## src/rtl/game_sequencer.sv

```systemverilog
// Game-flow controller for the snake top level: frame-rate divider, direction queue,
// speed levels, lives and the IDLE/PLAY/PAUSE/DYING/GAME_OVER sequence.
module game_sequencer #(
  parameter int TICKS_BASE     = 5_000_000,
  parameter int TICKS_STEP     = 500_000,
  parameter int TICKS_MIN      = 1_000_000,
  parameter int TICK_W         = 25,
  parameter int FOOD_PER_LEVEL = 5,
  parameter int MAX_LEVEL      = 7,
  parameter int LIVES          = 3,
  parameter int DEATH_FRAMES   = 10,
  parameter int DIR_Q_DEPTH    = 2
) (
  input  logic       clk,
  input  logic       rstn,
  input  logic       start,
  input  logic       pause,
  input  logic [1:0] dir_in,
  input  logic       dir_valid,
  input  logic       food_eaten,
  input  logic       collision,
  output logic       frame_tick,
  output logic       update_snake,
  output logic       respawn,
  output logic       score_inc,
  output logic       game_over,
  output logic [1:0] direction_out,
  output logic [3:0] level,
  output logic [2:0] lives_left,
  output logic [2:0] state
);

  localparam int QW = (DIR_Q_DEPTH > 1) ? $clog2(DIR_Q_DEPTH) : 1;
  localparam int FW = $clog2(FOOD_PER_LEVEL + 1);
  localparam int DW = $clog2(DEATH_FRAMES + 1);

  typedef enum logic [2:0] {
    S_IDLE  = 3'd0,
    S_PLAY  = 3'd1,
    S_PAUSE = 3'd2,
    S_DYING = 3'd3,
    S_OVER  = 3'd4
  } st_t;

  st_t cur, nxt;

  logic [TICK_W-1:0] cnt, period, period_calc;
  logic [FW-1:0]     food_cnt;
  logic [DW-1:0]     death_cnt;
  logic              food_prev, col_prev;
  logic [1:0]        dq [DIR_Q_DEPTH];
  logic [QW-1:0]     head, tail_idx, wr_idx;
  logic [QW:0]       occ;
  logic [1:0]        ref_dir;
  logic [31:0]       dec32, per32;

  logic wrap, running, tick_now, food_rise, col_rise, restart, revive, push, pop;
  logic tick_nxt, upd_nxt, resp_nxt, score_nxt, over_nxt;

  assign wrap      = (cnt == period - 1'b1);
  assign running   = (cur == S_PLAY) || (cur == S_DYING);
  assign tick_now  = running && wrap;
  assign food_rise = food_eaten && !food_prev;
  assign col_rise  = collision && !col_prev;
  assign restart   = start && ((cur == S_IDLE) || (cur == S_OVER));
  assign revive    = (cur == S_DYING) && tick_now && (death_cnt == DW'(DEATH_FRAMES - 1));

  // New strobes are checked against the last queued move, not the one on screen.
  assign tail_idx = head + occ[QW-1:0] - 1'b1;
  assign wr_idx   = head + occ[QW-1:0];
  assign ref_dir  = (occ == '0) ? direction_out : dq[tail_idx];
  assign push     = (cur == S_PLAY) && dir_valid && (occ != (QW+1)'(DIR_Q_DEPTH)) &&
                    (dir_in != ref_dir) && (dir_in != (ref_dir ^ 2'b10));
  assign pop      = (cur == S_PLAY) && wrap && (occ != '0);

  always_comb begin
    dec32 = 32'(level) * 32'(TICKS_STEP);
    if (dec32 + 32'(TICKS_MIN) > 32'(TICKS_BASE)) per32 = 32'(TICKS_MIN);
    else                                         per32 = 32'(TICKS_BASE) - dec32;
    period_calc = TICK_W'(per32);
  end

  always_ff @(posedge clk or negedge rstn) begin
    if (!rstn) cur <= S_IDLE;
    else       cur <= nxt;
  end

  always_comb begin
    nxt = cur;
    case (cur)
      S_IDLE:  if (start) nxt = S_PLAY;
      S_PLAY:  if (col_rise)   nxt = (lives_left == 3'd1) ? S_OVER : S_DYING;
               else if (pause) nxt = S_PAUSE;
      S_PAUSE: if (pause) nxt = S_PLAY;
      S_DYING: if (revive) nxt = S_PLAY;
      S_OVER:  if (start) nxt = S_PLAY;
      default: nxt = S_IDLE;
    endcase
  end

  always_comb begin
    tick_nxt  = tick_now;
    upd_nxt   = tick_now && (cur == S_PLAY);
    resp_nxt  = restart || revive;
    score_nxt = (cur == S_PLAY) && food_rise && !col_rise;
    over_nxt  = (nxt == S_OVER);
  end

  assign state = cur;

  always_ff @(posedge clk) begin
    if (push) dq[wr_idx] <= dir_in;
  end

  always_ff @(posedge clk or negedge rstn) begin
    if (!rstn) begin
      frame_tick    <= 1'b0;
      update_snake  <= 1'b0;
      respawn       <= 1'b0;
      score_inc     <= 1'b0;
      game_over     <= 1'b0;
      food_prev     <= 1'b0;
      col_prev      <= 1'b0;
      cnt           <= '0;
      period        <= TICK_W'(TICKS_BASE);
      head          <= '0;
      occ           <= '0;
      direction_out <= 2'b01;
      lives_left    <= 3'(LIVES);
      level         <= '0;
      food_cnt      <= '0;
      death_cnt     <= '0;
    end else begin
      frame_tick   <= tick_nxt;
      update_snake <= upd_nxt;
      respawn      <= resp_nxt;
      score_inc    <= score_nxt;
      game_over    <= over_nxt;
      food_prev    <= food_eaten;
      col_prev     <= collision;

      if (resp_nxt)     cnt <= '0;
      else if (running) cnt <= wrap ? '0 : cnt + 1'b1;

      if (restart)       period <= TICK_W'(TICKS_BASE);
      else if (tick_now) period <= period_calc;

      if (resp_nxt) begin
        head          <= '0;
        occ           <= '0;
        direction_out <= 2'b01;
      end else begin
        if (pop) begin
          direction_out <= dq[head];
          head          <= head + 1'b1;
        end
        case ({push, pop})
          2'b10:   occ <= occ + 1'b1;
          2'b01:   occ <= occ - 1'b1;
          default: ;
        endcase
      end

      if (restart) begin
        lives_left <= 3'(LIVES);
        level      <= '0;
        food_cnt   <= '0;
      end else begin
        if ((cur == S_PLAY) && col_rise) lives_left <= lives_left - 1'b1;
        if (score_nxt) begin
          if (food_cnt == FW'(FOOD_PER_LEVEL - 1)) begin
            food_cnt <= '0;
            if (level != 4'(MAX_LEVEL)) level <= level + 1'b1;
          end else begin
            food_cnt <= food_cnt + 1'b1;
          end
        end
      end

      if ((cur == S_PLAY) && col_rise)       death_cnt <= '0;
      else if ((cur == S_DYING) && tick_now) death_cnt <= death_cnt + 1'b1;
    end
  end

endmodule

```

## config.mk

```make
export PLATFORM = sky130hd
export DESIGN_NAME = game_sequencer
export DESIGN_NICKNAME = d
export VERILOG_FILES = /design/src/rtl/game_sequencer.sv
export SDC_FILE = /design/constraint.sdc
export NUM_CORES = 1
export LEC_CHECK = 0
export BUFFER_PORTS_ARGS = -buffer_cell sky130_fd_sc_hd__buf_2
export CORE_MARGIN = 4
export CORE_UTILIZATION = 51
export CTS_BUF_LIST = sky130_fd_sc_hd__clkbuf_8
export DETAILED_ROUTE_END_ITERATION = 12
export HOLD_SLACK_MARGIN = 0.06
export PLACE_DENSITY = 0.73
export SLEW_MARGIN = 10
export SYNTH_ARGS = -nofsm -noshare
export SYNTH_HDL_FRONTEND = slang
export SYNTH_SLANG_ARGS = --single-unit
export TNS_END_PERCENT = 10
```

## constraint.sdc

```tcl
create_clock -name clk -period 5.3 [get_ports clk]
set_input_delay 0.795 -clock clk [delete_from_list [all_inputs] [get_ports clk]]
set_output_delay 0.795 -clock clk [all_outputs]
set_load 0.03 [all_outputs]
```

---- After elaboration in Yosys (flattened, before gate mapping) ----
Memory sizes are Yosys's and may differ from the RTL's.
Index checks and enable logic that the tools add are counted.
word-level totals
  flip-flop bits (word level) ............. 79
  RAM bits ................................ 4
  bits of input ports ..................... 9
  output and inout port bits .............. 17
  logic and storage cells ................. 118
  memories kept ........................... 1
memories
  memory  words  bits a word  rd ports  clocked after memory_dff  wr ports  RTL line  RTL
  dq      2      2            2         0                         1         51        logic [1:0] dq [DIR_Q_DEPTH];
cells by class
  add/sub/neg operators ................... 13
  multiply operators ...................... 1
  order comparisons ....................... 1
  equal/unequal tests ..................... 15
  muxes and demuxes ....................... 33
  bitwise gates (word level) .............. 1
  reductions and logical operators ........ 36
operator list
  cell                      number
  $mux W25                  6
  $mux W3                   11
  $add A25 B1 Y25 const B   1
  $eq A25 B25 Y1            1
  $sub A25 B1 Y25 const B   1
  $add A23 B20 Y24 const B  1
  $gt A24 B23 Y1 const B    1
  $mux W4                   6
  $sub A23 B23 Y24 const A  1
  $mul A4 B14 Y18 const B   1
  $reduce_bool A2 Y1        9
  $logic_and A1 B1 Y1       16
  $pmux W3 S4               1
  $eq A3 B3 Y1 const B      3
  $add A4 B1 Y4 const B     2
  $mux W2                   4
  $eq A3 B1 Y1 const B      2
  $eq A3 B2 Y1 const B      2
  $eq A4 B4 Y1 const B      1
  $mux W1                   4
  $ne A2 B2 Y1              2
  $ne A4 B3 Y1 const B      1
  $pmux W2 S2               1
  $add A3 B1 Y3 const B     1
  other kinds (17)          21

---- Longest topological paths before layout ----
An unclocked memory read counts as a cell.
  depth in word-level cells ............... 10
  gate-level depth with buffers ........... 15
  depth with buffers taken out ............ 13

---- Least setup slack after synthesis ----
Ideal clock, no wire load.
  path type ............................... reg-to-reg
  start point ............................. register level[2]
  end point ............................... register period[14]
  library setup time ...................... 0.080 ns
  data arrival time ....................... 4.583 ns
  required time ........................... 5.220 ns
  setup slack ............................. 0.637 ns
  stages on the path, launching flop included .. 15
  path buffers ............................ 2
  period minus slack after synthesis ...... 4.663 ns
  cell sequence ........................... dfrtp_1 clkbuf_1 inv_1 ha_1 fa_1 inv_1 fa_1 nand2b_1 or4_1 a2111o_1 o22ai_1 o31a_1 nand4_1 buf_2 o22a_1
between the ends
  longest elaborated chain between the ends .. 6
  elaborated cells between the ends (all ways) .. 7
  classes of those cells .................. add/sub (2); mul (1); order compare (1); mux (3)
ends and longest elaborated chain
  item                    RTL line  RTL
  from (decl)             28        output logic [3:0] level,
  from (signal assigned)  173       if (level != 4'(MAX_LEVEL)) level <= level + 1'b1;
  $mul A4 B14 Y18 (*)     77        dec32 = 32'(level) * 32'(TICKS_STEP);
  $add A23 B20 Y24        78        if (dec32 + 32'(TICKS_MIN) > 32'(TICKS_BASE)) per32 = 32'(TICKS_MIN);
  $gt A24 B23 Y1          78
  $mux W25 (*)            78
  $mux W25 (*)            146       else if (tick_now) period <= period_calc;
  $mux W25 (*)            145       if (restart) period <= TICK_W'(TICKS_BASE);
  to (signal assigned)    125       period <= TICK_W'(TICKS_BASE);
  to (signal assigned)    145
  to (signal assigned)    146
  to (decl)               47        logic [TICK_W-1:0] cnt, period, period_calc;
Mark *: on every way between the ends. The rest lies on a longest branch, timed or not. The select of a mux whose other input is x is not followed.
A chain may end at the register's enable or synchronous reset.

---- Worst setup path in the final report ----
  start point ............................. register level[1]
  end point ............................... register period[18]
The elaborated chain is that of the path after synthesis.

==> implementation parameters <==
Parameter                              Value

Outcome
  Outcome    finished clean

Global routing
  GR Overflow Total    0
  Overall routing resource usage    21.60%
  Number of antenna violations at the first check in global routing    0
  Global-route wire length before repair    22.56 mm
  Maximum number of pins on one net before global-route repair    74
  Number of global-route vias before repair    4,542

Logic synthesis
  Share of synthesized registers carrying an async set or reset    94.81%
  Combinational family with the most area after synthesis    simple AND/OR/NAND/NOR gates
  Main area contributors after synthesis    sky130_fd_sc_hd__dfrtp_1, sky130_fd_sc_hd__ha_1, sky130_fd_sc_hd__xnor2_1
  Warnings from Yosys    0
  Arithmetic-cell share of the synthesized area counting full adders, half adders and majority gates    8.897%
  Compound-Gate Fraction of Synth Area    15.88%
  Post-Synth Simple-Gate Area    21.00%
  EDFF count, synth    4
  Most instantiated flip-flop cell in the synthesis netlist    sky130_fd_sc_hd__dfrtp_1
  Cell area after synthesis    5625 sq um
  Cell type contributing the most total cell area after synthesis    sky130_fd_sc_hd__dfrtp_1
  Share of synthesized area spent on multiplexers    2.602%
  Yosys top cell area share    27.58%
  Unique masters post-synth    77
  Xor and xnor fraction of the mapped netlist area    12.30%
  Post-synthesis cell count    616
  Share of the yosys chip area belonging to registers    34.85%
  Synth Register Bits    77
  Number of nets produced by synthesis    662
  Average cell area after synthesis    9.132 sq um

Clocking
  Hold buffers post-CTS    0
  Clock tree from TritonCTS    built
  Clock-pin slew on the worst setup and hold paths    80 ps
  Post-CTS Setup Bufs    0
  Number of H-tree branching levels    3
  Clock tree buffer depth    2
  Clk_lat worst skew    360 ps
  Buffer type at the clock tree root    sky130_fd_sc_hd__clkbuf_8
  Num CTS Buffers    9
  Num Clock Sinks    77
  Post-CTS Resized    0

Worst setup path
  Req. time, crit path    5580 ps
  Reg2Reg Capture Point    period[18]$_DFFE_PN1P_
  Kind of start point of the critical path    flop
  Setup slack on the worst flop-to-flop path    410 ps
  Critical path launch point    level[1]$_DFFE_PN0P_
  Reg2reg start    level[1]$_DFFE_PN0P_
  Worst Reg2Reg Path Length in Cells    12
  Largest fanout on the critical path    17
  Type of destination of the critical path    flop
  WP data arrival    5170 ps
  Critical path start-end classification    flop to flop

Min path
  Worst hold path depth    2
  Worst Hold Endpoint    period[6]$_DFFE_PN1P_
  Startpoint of the lowest-slack hold path    period[6]$_DFFE_PN1P_
  Classification of the worst-slack hold path    flop to flop

Job
  Maxcap violations    0

STA
  Transition at the pin with the smallest max-transition slack    908.0 ps
  Max-slew headroom at the worst pin    39.46%
  Final number of setup-violating endpoints    0
  Total negative setup slack    0 ps
  Time the worst path needs with I/O delays and setup    4890 ps
  Worst path setup slack after routing    409.9 ps
  Maximum frequency from static timing analysis    0.2045 GHz
  Final count of pins violating max slew    0
  Final Hold Viols    0
  Unrepaired setup endpoints after global routing    no
  Clock Skew    11.69 ps
  Part of the cycle the worst path needs    92.27%

Floorplan
  Top-Level Pins    26
  Die boundary height    113.0 microns
  Die width    113.0 microns
  Placeable core region    10,840 sq um
  Starting density of the core    51.89%
  Die outline area    12,770 sq um
  Total number of placement rows    38

Layout
  Fraction of layout cells with a size suffix above 1    11.77%
  Final instance count without filler cells    777
  Layout overhead on the synthesized area    8.029%
  Number of nets in the layout    678
  Number of inserted diodes    0
  Utilization after layout    56.06%

Detailed routing
  Avg WL per Cell    16.50 microns
  Number of remaining DRC errors    0
  Vias after detailed routing    4,596
  Via density    5.915
  Wire length after detailed routing    12.82 mm
  Initial detailed-routing violation count    306
  Residual antenna-violating net count after detailed routing    0
  Detailed-routing iteration count for the pre-antenna-repair pass    5

Pwr
  Worst ir drop on vdd    207.3 uV
  Lkg Pwr    2.647 nW
  Power Dens Cells    249.6 nW/um^2

Place
  Cells after DPL    761
  DP Wirelength    9.442 mm
  Post-Place Setup Slack    448.7 ps
  Routability congestion estimate from global placement    0.8681
  Count of port buffers added during placement    25
[layout make-up]
type / instances / area, sq um
well taps: 140 / 175.2
fillers: 974 / 4763
repair buffers: 30 / 162.7
flip-flops and latches: 77 / 1961
multi-input cells: 478 / 3413
clock inverters: 5 / 76.32
clock buffers: 11 / 151.4
inverters: 36 / 137.6
[per-layer routing]
metal  global-route usage [%]  up-vias  wire (microns)
met3                    5.080       20             555
li1                         -     2244               -
met4                    6.811        0             294
met1                    28.46     2216            5690
met2                    35.35      116            6276
met5                        0        -               0
[logic make-up after synthesis]
kind of cell | count (synthesis)
buffers and inverters | 61
xor gates and xnor gates | 79
and+or+nand+nor | 223
adders and majority gates | 37
AOI/OAI and AO/OA | 125
DFF | 77
muxes | 14
[state kept, by name, indices dropped and copies added (netlist names)]
name	count
dq	4
lives_left	3
col_prev	1
respawn	1
food_prev	1
occ	2
frame_tick	1
head	1
state	3
score_inc	1
game_over	1
level	4
update_snake	1
period	19
death_cnt	4
food_cnt	3
direction_out	2
cnt	25
[layout by cell type (no fill, tap or decap), types with 6 or more instances in the layout]
cell type and count:
sky130_fd_sc_hd__a211oi_1 6, sky130_fd_sc_hd__a21oi_1 21, sky130_fd_sc_hd__and2_1 7, sky130_fd_sc_hd__and3_1 7, sky130_fd_sc_hd__buf_2 25, sky130_fd_sc_hd__clkbuf_8 11
sky130_fd_sc_hd__dfrtp_1 62, sky130_fd_sc_hd__dfstp_2 11, sky130_fd_sc_hd__ha_1 32, sky130_fd_sc_hd__inv_1 37, sky130_fd_sc_hd__mux2i_1 9, sky130_fd_sc_hd__nand2_1 41
sky130_fd_sc_hd__nand2b_1 9, sky130_fd_sc_hd__nand3_1 17, sky130_fd_sc_hd__nand4_1 11, sky130_fd_sc_hd__nor2_1 59, sky130_fd_sc_hd__nor2b_1 11, sky130_fd_sc_hd__nor3_1 11
sky130_fd_sc_hd__nor4_1 9, sky130_fd_sc_hd__o211ai_1 8, sky130_fd_sc_hd__o21ai_0 19, sky130_fd_sc_hd__o2bb2ai_1 8, sky130_fd_sc_hd__o31ai_1 11, sky130_fd_sc_hd__or3_1 7
sky130_fd_sc_hd__or4_1 8, sky130_fd_sc_hd__xnor2_1 40, sky130_fd_sc_hd__xor2_1 39
[metrics by stage]
step | total power [mW] | instance area [sq um] | hold WS (ps)
final | 1.517 | 6077 | 513.1
after global routing | 1.605 | 6077 | 526.2
after CTS | 1.532 | 6077 | 509.6
after detailed placement | 1.026 | 5849 | 498.7
after global placement | 1.007 | 5849 | 490.3
after floorplan | 0.9366 | 5625 | 475.8
[worst max-delay path by stage]
stage,endpoint,cells past startpoint
2_1_floorplan,period[14]$_DFFE_PN1P_,14
3_3_place_gp,period[9]$_DFFE_PN1P_,12
3_5_place_dp,period[18]$_DFFE_PN1P_,12
4_1_cts,period[18]$_DFFE_PN1P_,12
5_1_grt,period[18]$_DFFE_PN1P_,12
6_report,period[18]$_DFFE_PN1P_,12
[synthesized netlist by cell type (17+ instances only)]
master and n:
sky130_fd_sc_hd__inv_1 35, sky130_fd_sc_hd__o21ai_0 19, sky130_fd_sc_hd__dfrtp_1 62, sky130_fd_sc_hd__a21oi_1 21, sky130_fd_sc_hd__nor2_1 59, sky130_fd_sc_hd__nand2_1 41, sky130_fd_sc_hd__xnor2_1 40, sky130_fd_sc_hd__xor2_1 39
sky130_fd_sc_hd__clkbuf_1 17, sky130_fd_sc_hd__ha_1 32, sky130_fd_sc_hd__nand3_1 17
[power breakdown]
group / total (mW) / switching [mW] / internal [mW]
registers: 0.697 / 0.0551 / 0.642
clock network: 0.505 / 0.217 / 0.289
logic: 0.314 / 0.212 / 0.102
total: 1.52 / 0.484 / 1.03
[worst max-delay path: stages (launching register included)]
cell,delay [ps]
sky130_fd_sc_hd__dfrtp_1,440
sky130_fd_sc_hd__inv_1,270
sky130_fd_sc_hd__ha_1,310
sky130_fd_sc_hd__fa_1,540
sky130_fd_sc_hd__inv_1,70
sky130_fd_sc_hd__fa_1,610
sky130_fd_sc_hd__nand2b_1,170
sky130_fd_sc_hd__or4_1,630
sky130_fd_sc_hd__a2111o_1,410
sky130_fd_sc_hd__o22ai_1,190
sky130_fd_sc_hd__o31a_1,190
sky130_fd_sc_hd__nand4_1,570
sky130_fd_sc_hd__o22a_1,400
No activity file was read; power rests on OpenSTA's default activity.
